`config.mk`:
```
export PLATFORM = sky130hd
export DESIGN_NAME = cpu_bus_arbiter
export DESIGN_NICKNAME = d
export VERILOG_FILES = /design/src/rtl/cpu_bus_arbiter.sv
export SDC_FILE = /design/constraint.sdc
export NUM_CORES = 1
export LEC_CHECK = 0
export BUFFER_PORTS_ARGS = -buffer_cell sky130_fd_sc_hd__buf_4
export CORE_ASPECT_RATIO = 0.6
export CORE_UTILIZATION = 43
export DETAILED_ROUTE_END_ITERATION = 10
export HOLD_SLACK_MARGIN = 0.06
export PLACE_DENSITY_LB_ADDON = 0.3
export SLEW_MARGIN = 10
export SYNTH_ARGS = -nofsm -noshare
export SYNTH_HDL_FRONTEND = slang
export SYNTH_SLANG_ARGS = --single-unit
```
`constraint.sdc`:
```
create_clock -name clk -period 1.8 [get_ports clk]
set_clock_uncertainty 0.05 [all_clocks]
set_input_delay 0 -clock clk [delete_from_list [all_inputs] [get_ports clk]]
set_output_delay 0 -clock clk [all_outputs]
set_load 0.01 [all_outputs]
```
`src/rtl/cpu_bus_arbiter.sv`:
```
// Purpose : registered arbiter granting the debug port, dBus and iBus (fixed priority
//           dbg > dBus > iBus) onto the shared SoC bus, one transaction in flight.
// Latency : accept -> response pulse = RD_LATENCY + 2 cycles; mem_op one cycle after accept.
// Backpr. : *_ready only in IDLE; CPU responses are held in RESP while cpu_en=0.
// Ports   : clk/n_reset; cpu_en; iBus icmd_*/irsp_*; dBus dcmd_*/drsp_*;
//           debug dbg_mem_op/dbg_rw/dbg_adr/dbg_do -> dbg_mem_rdy/dbg_di;
//           SoC bus mem_op/mem_adr/mem_di/mem_wren out, mem_do (OR-bus) in.
module cpu_bus_arbiter #(
  parameter int RD_LATENCY = 1,
  parameter int ADR_HI     = 2
) (
  input  logic        clk,
  input  logic        n_reset,
  input  logic        cpu_en,
  input  logic        icmd_valid,
  output logic        icmd_ready,
  input  logic [31:0] icmd_adr,
  output logic        irsp_valid,
  output logic        irsp_error,
  output logic [31:0] irsp_inst,
  input  logic        dcmd_valid,
  output logic        dcmd_ready,
  input  logic        dcmd_wr,
  input  logic [3:0]  dcmd_mask,
  input  logic [31:0] dcmd_adr,
  input  logic [31:0] dcmd_data,
  output logic        drsp_valid,
  output logic        drsp_error,
  output logic [31:0] drsp_data,
  input  logic        dbg_mem_op,
  input  logic        dbg_rw,
  input  logic [31:0] dbg_adr,
  input  logic [31:0] dbg_do,
  output logic        dbg_mem_rdy,
  output logic [31:0] dbg_di,
  output logic        mem_op,
  output logic [31:0] mem_adr,
  output logic [31:0] mem_di,
  output logic [3:0]  mem_wren,
  input  logic [31:0] mem_do
);

  typedef enum logic [1:0] {S_IDLE, S_ISSUE, S_WAIT, S_RESP} state_t;
  typedef enum logic [1:0] {OWN_I, OWN_D, OWN_DBG} owner_t;

  localparam int WAIT_CYC = RD_LATENCY - 1;
  localparam int CW       = $clog2(RD_LATENCY + 1);
  localparam logic [CW-1:0] WAIT_LAST = CW'((WAIT_CYC > 0) ? (WAIT_CYC - 1) : 0);

  // Region field all ones, or any bit above the region field, is unmapped.
  function automatic logic dec_err(input logic [31:0] a);
    return (&a[16 +: ADR_HI]) || (|a[31:16+ADR_HI]);
  endfunction

  state_t        state;
  owner_t        owner;
  logic          is_read;
  logic          err;
  logic          rdata_vld;
  logic [31:0]   rdata;
  logic [CW-1:0] wait_cnt;

  logic          dbg_req, d_req, i_req, gnt_any;
  owner_t        sel_own;
  logic [31:0]   sel_adr, sel_dat;
  logic [3:0]    sel_wren;
  logic          sel_read, sel_err;
  logic [31:0]   resp_word;

  // The debug master drops dbg_mem_op only after seeing dbg_mem_rdy, so the
  // request still visible in the cycle of its own completion pulse is stale.
  assign dbg_req = dbg_mem_op && !dbg_mem_rdy;
  assign d_req   = dcmd_valid && cpu_en;
  assign i_req   = icmd_valid && cpu_en;
  assign gnt_any = (state == S_IDLE) && (dbg_req || d_req || i_req);

  assign dcmd_ready = (state == S_IDLE) && !dbg_req && d_req;
  assign icmd_ready = (state == S_IDLE) && !dbg_req && !d_req && i_req;

  always_comb begin
    sel_own  = OWN_I;
    sel_adr  = icmd_adr;
    sel_dat  = '0;
    sel_wren = '0;
    sel_read = 1'b1;
    if (dbg_req) begin
      sel_own  = OWN_DBG;
      sel_adr  = dbg_adr;
      sel_dat  = dbg_do;
      sel_wren = dbg_rw ? 4'h0 : 4'hF;
      sel_read = dbg_rw;
    end else if (d_req) begin
      sel_own  = OWN_D;
      sel_adr  = dcmd_adr;
      sel_dat  = dcmd_data;
      sel_wren = dcmd_wr ? dcmd_mask : 4'h0;
      sel_read = !dcmd_wr;
    end
    sel_err = dec_err(sel_adr);
  end

  // mem_do is only valid on the first RESP cycle; later (held) cycles use the copy.
  always_comb begin
    resp_word = rdata;
    if (!rdata_vld) resp_word = err ? 32'h0 : mem_do;
  end

  always_ff @(posedge clk or negedge n_reset) begin
    if (!n_reset) begin
      state       <= S_IDLE;
      owner       <= OWN_I;
      is_read     <= 1'b0;
      err         <= 1'b0;
      rdata_vld   <= 1'b0;
      rdata       <= '0;
      wait_cnt    <= '0;
      irsp_valid  <= 1'b0;
      irsp_error  <= 1'b0;
      irsp_inst   <= '0;
      drsp_valid  <= 1'b0;
      drsp_error  <= 1'b0;
      drsp_data   <= '0;
      dbg_mem_rdy <= 1'b0;
      dbg_di      <= '0;
      mem_op      <= 1'b0;
      mem_adr     <= '0;
      mem_di      <= '0;
      mem_wren    <= '0;
    end else begin
      mem_op      <= 1'b0;
      mem_wren    <= '0;
      irsp_valid  <= 1'b0;
      irsp_error  <= 1'b0;
      drsp_valid  <= 1'b0;
      drsp_error  <= 1'b0;
      dbg_mem_rdy <= 1'b0;
      case (state)
        S_IDLE: begin
          if (gnt_any) begin
            owner     <= sel_own;
            is_read   <= sel_read;
            err       <= sel_err;
            rdata_vld <= 1'b0;
            // Unmapped accesses never reach the bus; the bus regs keep their last value.
            if (!sel_err) begin
              mem_op   <= 1'b1;
              mem_adr  <= sel_adr;
              mem_di   <= sel_dat;
              mem_wren <= sel_wren;
            end
            state <= S_ISSUE;
          end
        end
        S_ISSUE: begin
          wait_cnt <= '0;
          state    <= (WAIT_CYC == 0) ? S_RESP : S_WAIT;
        end
        S_WAIT: begin
          if (wait_cnt == WAIT_LAST) state <= S_RESP;
          else                       wait_cnt <= wait_cnt + 1'b1;
        end
        S_RESP: begin
          if (!rdata_vld) begin
            rdata     <= resp_word;
            rdata_vld <= 1'b1;
          end
          if (owner == OWN_DBG || cpu_en) begin
            if (owner == OWN_DBG) begin
              dbg_mem_rdy <= 1'b1;
              if (is_read) dbg_di <= resp_word;
            end else if (owner == OWN_D) begin
              if (is_read) begin
                drsp_valid <= 1'b1;
                drsp_error <= err;
                drsp_data  <= resp_word;
              end
            end else begin
              irsp_valid <= 1'b1;
              irsp_error <= err;
              irsp_inst  <= resp_word;
            end
            state <= S_IDLE;
          end
        end
        default: state <= S_IDLE;
      endcase
    end
  end

endmodule

```
Yosys cells after proc, flatten, opt, wreduce, memory -nomap -nowiden
Cells that the tools add are included.

Register bits after elaboration: 210. Input port bits: 204. Output and inout bits: 172. Word-level logic and storage cells: 110.

Add/subtract/negate cells: 1. Equal/unequal tests: 8. Muxes and demuxes: 49. Bitwise logic cells: 4. Reduce and logical (&&, ||, !) cells: 29.

Operators with widths (count): $mux 32 (6); $mux 1 (29); $mux 4 (7); $reduce_or 14->1 (1); $logic_and 1x1->1 (8); $mux 2 (4); $pmux 2 s4 (1); $reduce_and 2->1 (4); $reduce_and 4->1 (2); $eq 2x2->1 const B (3); $ne 2x2->1 const B (3); $reduce_and 3->1 (2); $reduce_and 5->1 (1); $eq 2x1->1 const B (2); $logic_not 1->1 (4); $logic_or 1x1->1 (4); $not 1->1 (4); $pmux 1 s2 (2); $reduce_bool 2->1 (2); $logic_not 2->1 (1); $add 1x1->1 const B (1).

Longest topological paths before layout
Depth in word-level cells: 8. Mapped depth: 9. Gate-level depth less buffers: 7.

Least setup slack after synthesis
OpenSTA, ideal clock, no wires.

Path type: reg-to-reg. Start point: reg dbg_mem_rdy. End point: reg mem_adr[0]. Setup time: 0.125 ns. Data arrival time: 1.763 ns. Required time: 1.625 ns. Path slack: -0.139 ns. Cell stages (with the launch flop): 9. Buffers on the path: 3. Clock period less this slack: 1.939 ns. Cell sequence: dfrtp_1 nand2b_1 clkbuf_1 nand2_1 o31ai_1 nand3_1 buf_6 buf_6 mux2_4.

Cells in the longest elaborated chain, start to end: 7. Elaborated cells between the ends (all ways): 11. Classes of those cells: mux: 1; bitwise: 1; reduce/logical: 9.

RTL lines: from (decl) (line 34) `output logic dbg_mem_rdy,`; from (signal assigned) (line 123) `dbg_mem_rdy <= 1'b0;`; from (signal assigned) (line 136) `dbg_mem_rdy <= 1'b0;`; from (signal assigned) (line 169) `dbg_mem_rdy <= 1'b1;`; $logic_not 1->1 * (line 72) `assign dbg_req = dbg_mem_op && !dbg_mem_rdy;`; $logic_and 1x1->1 * (line 72); $mux 32 (line 86) `if (dbg_req) begin`; $reduce_or 14->1 or $reduce_and 2->1 (tied branches) (line 52) `return (&a[16 +: ADR_HI]) || (|a[31:16+ADR_HI]);`; $logic_or 1x1->1 (line 52); $not 1->1 (no source line); $reduce_and 3->1 (no source line); to (signal assigned) (line 147) `mem_adr <= sel_adr;`; to (decl) (line 37) `output logic [31:0] mem_adr,`.

Every way passes the cells marked *; elsewhere a longest branch is shown, timed or not. A chain may end at the register's enable or synchronous reset.

Final worst setup path
Start point: reg dbg_mem_rdy. End point: reg mem_di[20].

Cells in the longest elaborated chain, start to end: 7. Elaborated cells between the ends (all ways): 12. Classes of those cells: mux: 2; bitwise: 1; reduce/logical: 9.

RTL lines: $logic_not 1->1 * (line 72); $logic_and 1x1->1 * (line 72); $mux 32 (line 86); $reduce_or 14->1 or $reduce_and 2->1 (tied branches) (line 52); $logic_or 1x1->1 (line 52); $not 1->1 (no source line); $reduce_and 3->1 (no source line); to (signal assigned) (line 148) `mem_di <= sel_dat;`; to (decl) (line 38) `output logic [31:0] mem_di,`.

Marked as above.

==> metrics.log <==
[metrics] netlist area before placement: approximately 8800 sq um
[metrics] Worst slew margin: about 63%
[metrics] cell count after synthesis: 762
[metrics] root buffer cell: clkbuf_16
[metrics] Sink Count: ~210
[metrics] synthesized area divided by synthesized cell count: between 10 and 15 sq um
[metrics] final setup fails: 63
[metrics] number of rows created at floorplan: 40
[metrics] first drt pass iteration count: 5
[metrics] Max clock buf depth: 3
[metrics] Cell Chain, Critical Path: nor2b_4, buf_6, nand4_1, o211ai_1, buf_4, nand3_4, buf_12, clkbuf_16, mux2_4
[metrics] final hold vios: 0
[metrics] Post-Synth XOR/XNOR Area: 0%
[metrics] Period minus WS final: 1.92 ns
[metrics] number of non-filler instances in the completed layout: approximately 1600
[metrics] total via count after detailed routing: roughly 8600
[metrics] count of final max-slew check failures: 0
[metrics] antenna violation net count after detailed routing: 0
[metrics] CTS H-tree depth: 1
[metrics] share of synthesized area spent on multiplexers: 9.98%
[metrics] net count after synthesis: approximately 970
[metrics] most common library cells after synthesis: dfrtp_1, nand2_1, o21ai_0
[metrics] nets@finish: between 1500 and 2000
[metrics] Fmax: slightly above 500 MHz
[metrics] Setup Total Neg Slack: -5.89 ns
[metrics] die width: between 150 and 200 um
[metrics] critical path type: reg -> reg
[metrics] via count of the first global-routing pass: about 8600
[metrics] DR WL/cell: approximately 20 um
[metrics] sequential-to-total area share from yosys stat: 59.7%
[metrics] setup slack on the worst flop-to-flop path: -0.12 ns
[metrics] Post-Place Cells: ~1400
[metrics] max_cap viols: 0
[metrics] Critical-path top delay cell: dfrtp_1
[metrics] distinct cell type count after synthesis: 34
[metrics] Post-Route Hold Slack: 0.140 ns
[metrics] gpl congestion: between 0.8 and 0.9
[metrics] Adder-Cell Fraction of Synth Area: less than 1%
[metrics] total length of routed wires: between 30 and 40 mm
[metrics] type of destination of the critical path: flop
[metrics] worst slew pin tran: ~0.56 ns
[metrics] clock tree from TritonCTS: built
[metrics] utilization of the core after routing: 74.7%
[metrics] library cell with the largest summed area after synthesis: dfrtp_1
[metrics] initial antenna violation count: 3
[metrics] dominant combinational cell family by area after synthesis: compound AO/OA/AOI/OAI gates
[metrics] I/O Pins: between 300 and 400
[metrics] outcome: complete, but fails checks
[metrics] largest net degree at the start of global routing: 66
[metrics] IR Drop Worst-Case VDD: 0.622 mV
[metrics] number of storage elements in the synthesis netlist: around 210
[metrics] longest individual stage delay on the worst path: around 0.42 ns
[metrics] count of input and output buffers: about 380
[metrics] post-detailed-placement half-perimeter wirelength: 18.8 mm
[metrics] standby leakage power: around 7.6 nW
[metrics] Overall Global Routing Usage: between 20 and 30%
[metrics] post-place setup slack: -0.205 ns
[metrics] ratio of final minimum period to clock period: 107%
[metrics] worst endpoint data arrival time: 2.24 ns
[metrics] path class of the lowest-slack min-delay path: in -> reg
[metrics] main flop type after synthesis: dfrtp_1
[metrics] post-synthesis async set-or-reset flop share: 100%
[metrics] remaining design rule violation count: 0
[metrics] violations in the final reports: setup timing
[metrics] overall overflow remaining after global route: 0
[metrics] Area growth, synth to finish: 70.2%
[metrics] Fillers: between 1000 and 1500
[metrics] leading cell type by number of instances after synthesis: dfrtp_1
[metrics] DR iter-0 viols: 636
[metrics] top-area cell type share of the netlist area: 59.7%
[metrics] number of enable flip-flop cells after synthesis: 0
[metrics] kind of start point of the critical path: flop
[metrics] first-pass GRT wire length: around 48 mm
[metrics] full die area: between 20000 and 25000 sq um
[metrics] Clk pin slew, worst setup/hold paths: 0.07 ns
[metrics] initial standard-cell utilization of the core: about 44%
[metrics] fraction of the mapped netlist area in compound gates: roughly 17%
[metrics] Core ar.: 20000 sq um
[metrics] number of vias per cell after detailed routing: approximately 5.3
[metrics] simple-gate share of the synthesized area: 9.12%
[metrics] ranking of synthesized cells by area: dfrtp_1, a22o_1, mux2_4
[metrics] CP required: 2.12 ns
[metrics] source-to-sink clock delay at the later pin of the worst-skew pair: between 0.4 and 0.5 ns
[metrics] areal power density over the cells: 955 nW/um^2
[metrics] final setup slack of the worst path: -0.124 ns
[metrics] number of warnings issued by yosys: 0
[metrics] height of the die: between 100 and 150 um
[metrics] proportion of layout cells with a drive suffix above 1: 40.2%
[metrics] TritonCTS buffer count: 21
[metrics] CP Max Fanout: 9
[metrics] setup repair after global routing missed its margin: yes
## per-stage QoR
stage               cell area (sq um)  power, mW
detailed placement              12100       9.36
CTS                             14500       14.1
finish                          14900       14.2
floorplan                        8790       7.33
global placement                12100       9.28
global route                    14900       14.9
## power by group
group          leakage (nW)  switching, mW  internal [mW]
sequential             2.87          0.388           5.29
clock                 0.333           1.79           2.53
combinational          4.43           2.20           2.06
total                  7.63           4.37           9.88
## registers in the layout, indices dropped and copies added, names as in the netlist, 2 cells and up
name       cells
mem_wren       4
mem_di        32
irsp_inst     32
rdata         32
mem_adr       32
owner          2
dbg_di        32
state          2
drsp_data     32
## cells by family after synthesis
logic type	count (synthesis)
AOI/OAI and AO/OA	231
DFF	209
and+or+nand+nor	185
muxes	68
buffers and inverters	63
adders and majority gates	6
## final timing paths
path / startpoint / end / cells after the start
worst min register to register: dbg_di[0] / dbg_di[0] / 2
min in group asynchronous: n_reset / drsp_data[20] / 3
max in group asynchronous: n_reset / mem_adr[4] / 4
worst max-delay path: dbg_mem_rdy / mem_di[20] / 9
worst max register to register: dbg_mem_rdy / mem_di[20] / 9
worst min-delay path: dcmd_adr[30] / mem_wren[2] / 6
## area by class of cell
cell class / count / area [sq um] / share of cell area [%]
Timing Repair Buffer: 598 / 5240 / 35.1
Sequential cell: 209 / 5230 / 35.1
Multi-Input combinational cell: 491 / 3390 / 22.8
Clock buffer: 31 / 623 / 4.18
Tap cell: 273 / 342 / 2.29
Clock inverter: 5 / 52.6 / 0.352
Inverter: 8 / 30.0 / 0.201
Antenna cell: 3 / 7.51 / 0.0503
## metal layers
metal  global-route usage [%]  up-vias  wire (um)
met5                        0        -          0
met4                     8.48        0        786
met2                     47.0      383      15600
li1                         -     3858          -
met3                     6.13       57       2380
met1                     39.8     4326      14300
## repair_timing
item | 4_1_cts | 5_1_grt
gates resized for setup | 9 | 26
endpoints found under the hold margin | 398 | 0
hold buffers | 163 | 0
pin swaps | 2 | 6
cloned | 2 | 10
buffers inserted | 4 | 5
endpoints found under the setup margin | 62 | 117
## critical path, delay by kind of cell (launching register included)
kind | cells | cell delay, ns
AOI/OAI and AO/OA | 1 | 0.11
muxes | 1 | 0.30
buffers and inverters | 4 | 0.60
DFF | 1 | 0.42
and+or+nand+nor | 3 | 0.31
## layout by cell type (no fill, tap or decap), types with 2 or more instances in the layout
cell type	Yosys	final
o211ai_1	2	2
a22o_1	64	64
a21o_1	2	2
a22oi_1	32	32
nand2_1	93	91
nand2_2	0	2
clkbuf_8	0	7
o21ai_1	1	2
clkbuf_16	0	30
clkbuf_1	43	4
dlygate4sd3_1	0	163
buf_12	0	10
buf_6	5	6
diode_2	0	3
inv_1	8	6
a21oi_1	35	35
dfrtp_1	209	209
nor2_4	0	3
and2_4	0	4
mux2_4	35	42
inv_2	0	2
mux2_2	8	8
buf_4	0	407
nand3_1	7	5
nor4_1	7	7
and2_1	17	13
ha_1	6	4
o21ai_0	86	85
nand4_1	5	5
nor2_1	44	42
a31oi_1	4	4
clkinv_2	0	3
nor3_1	6	4
mux2i_1	18	18
Power figures use the tool's default switching activity.
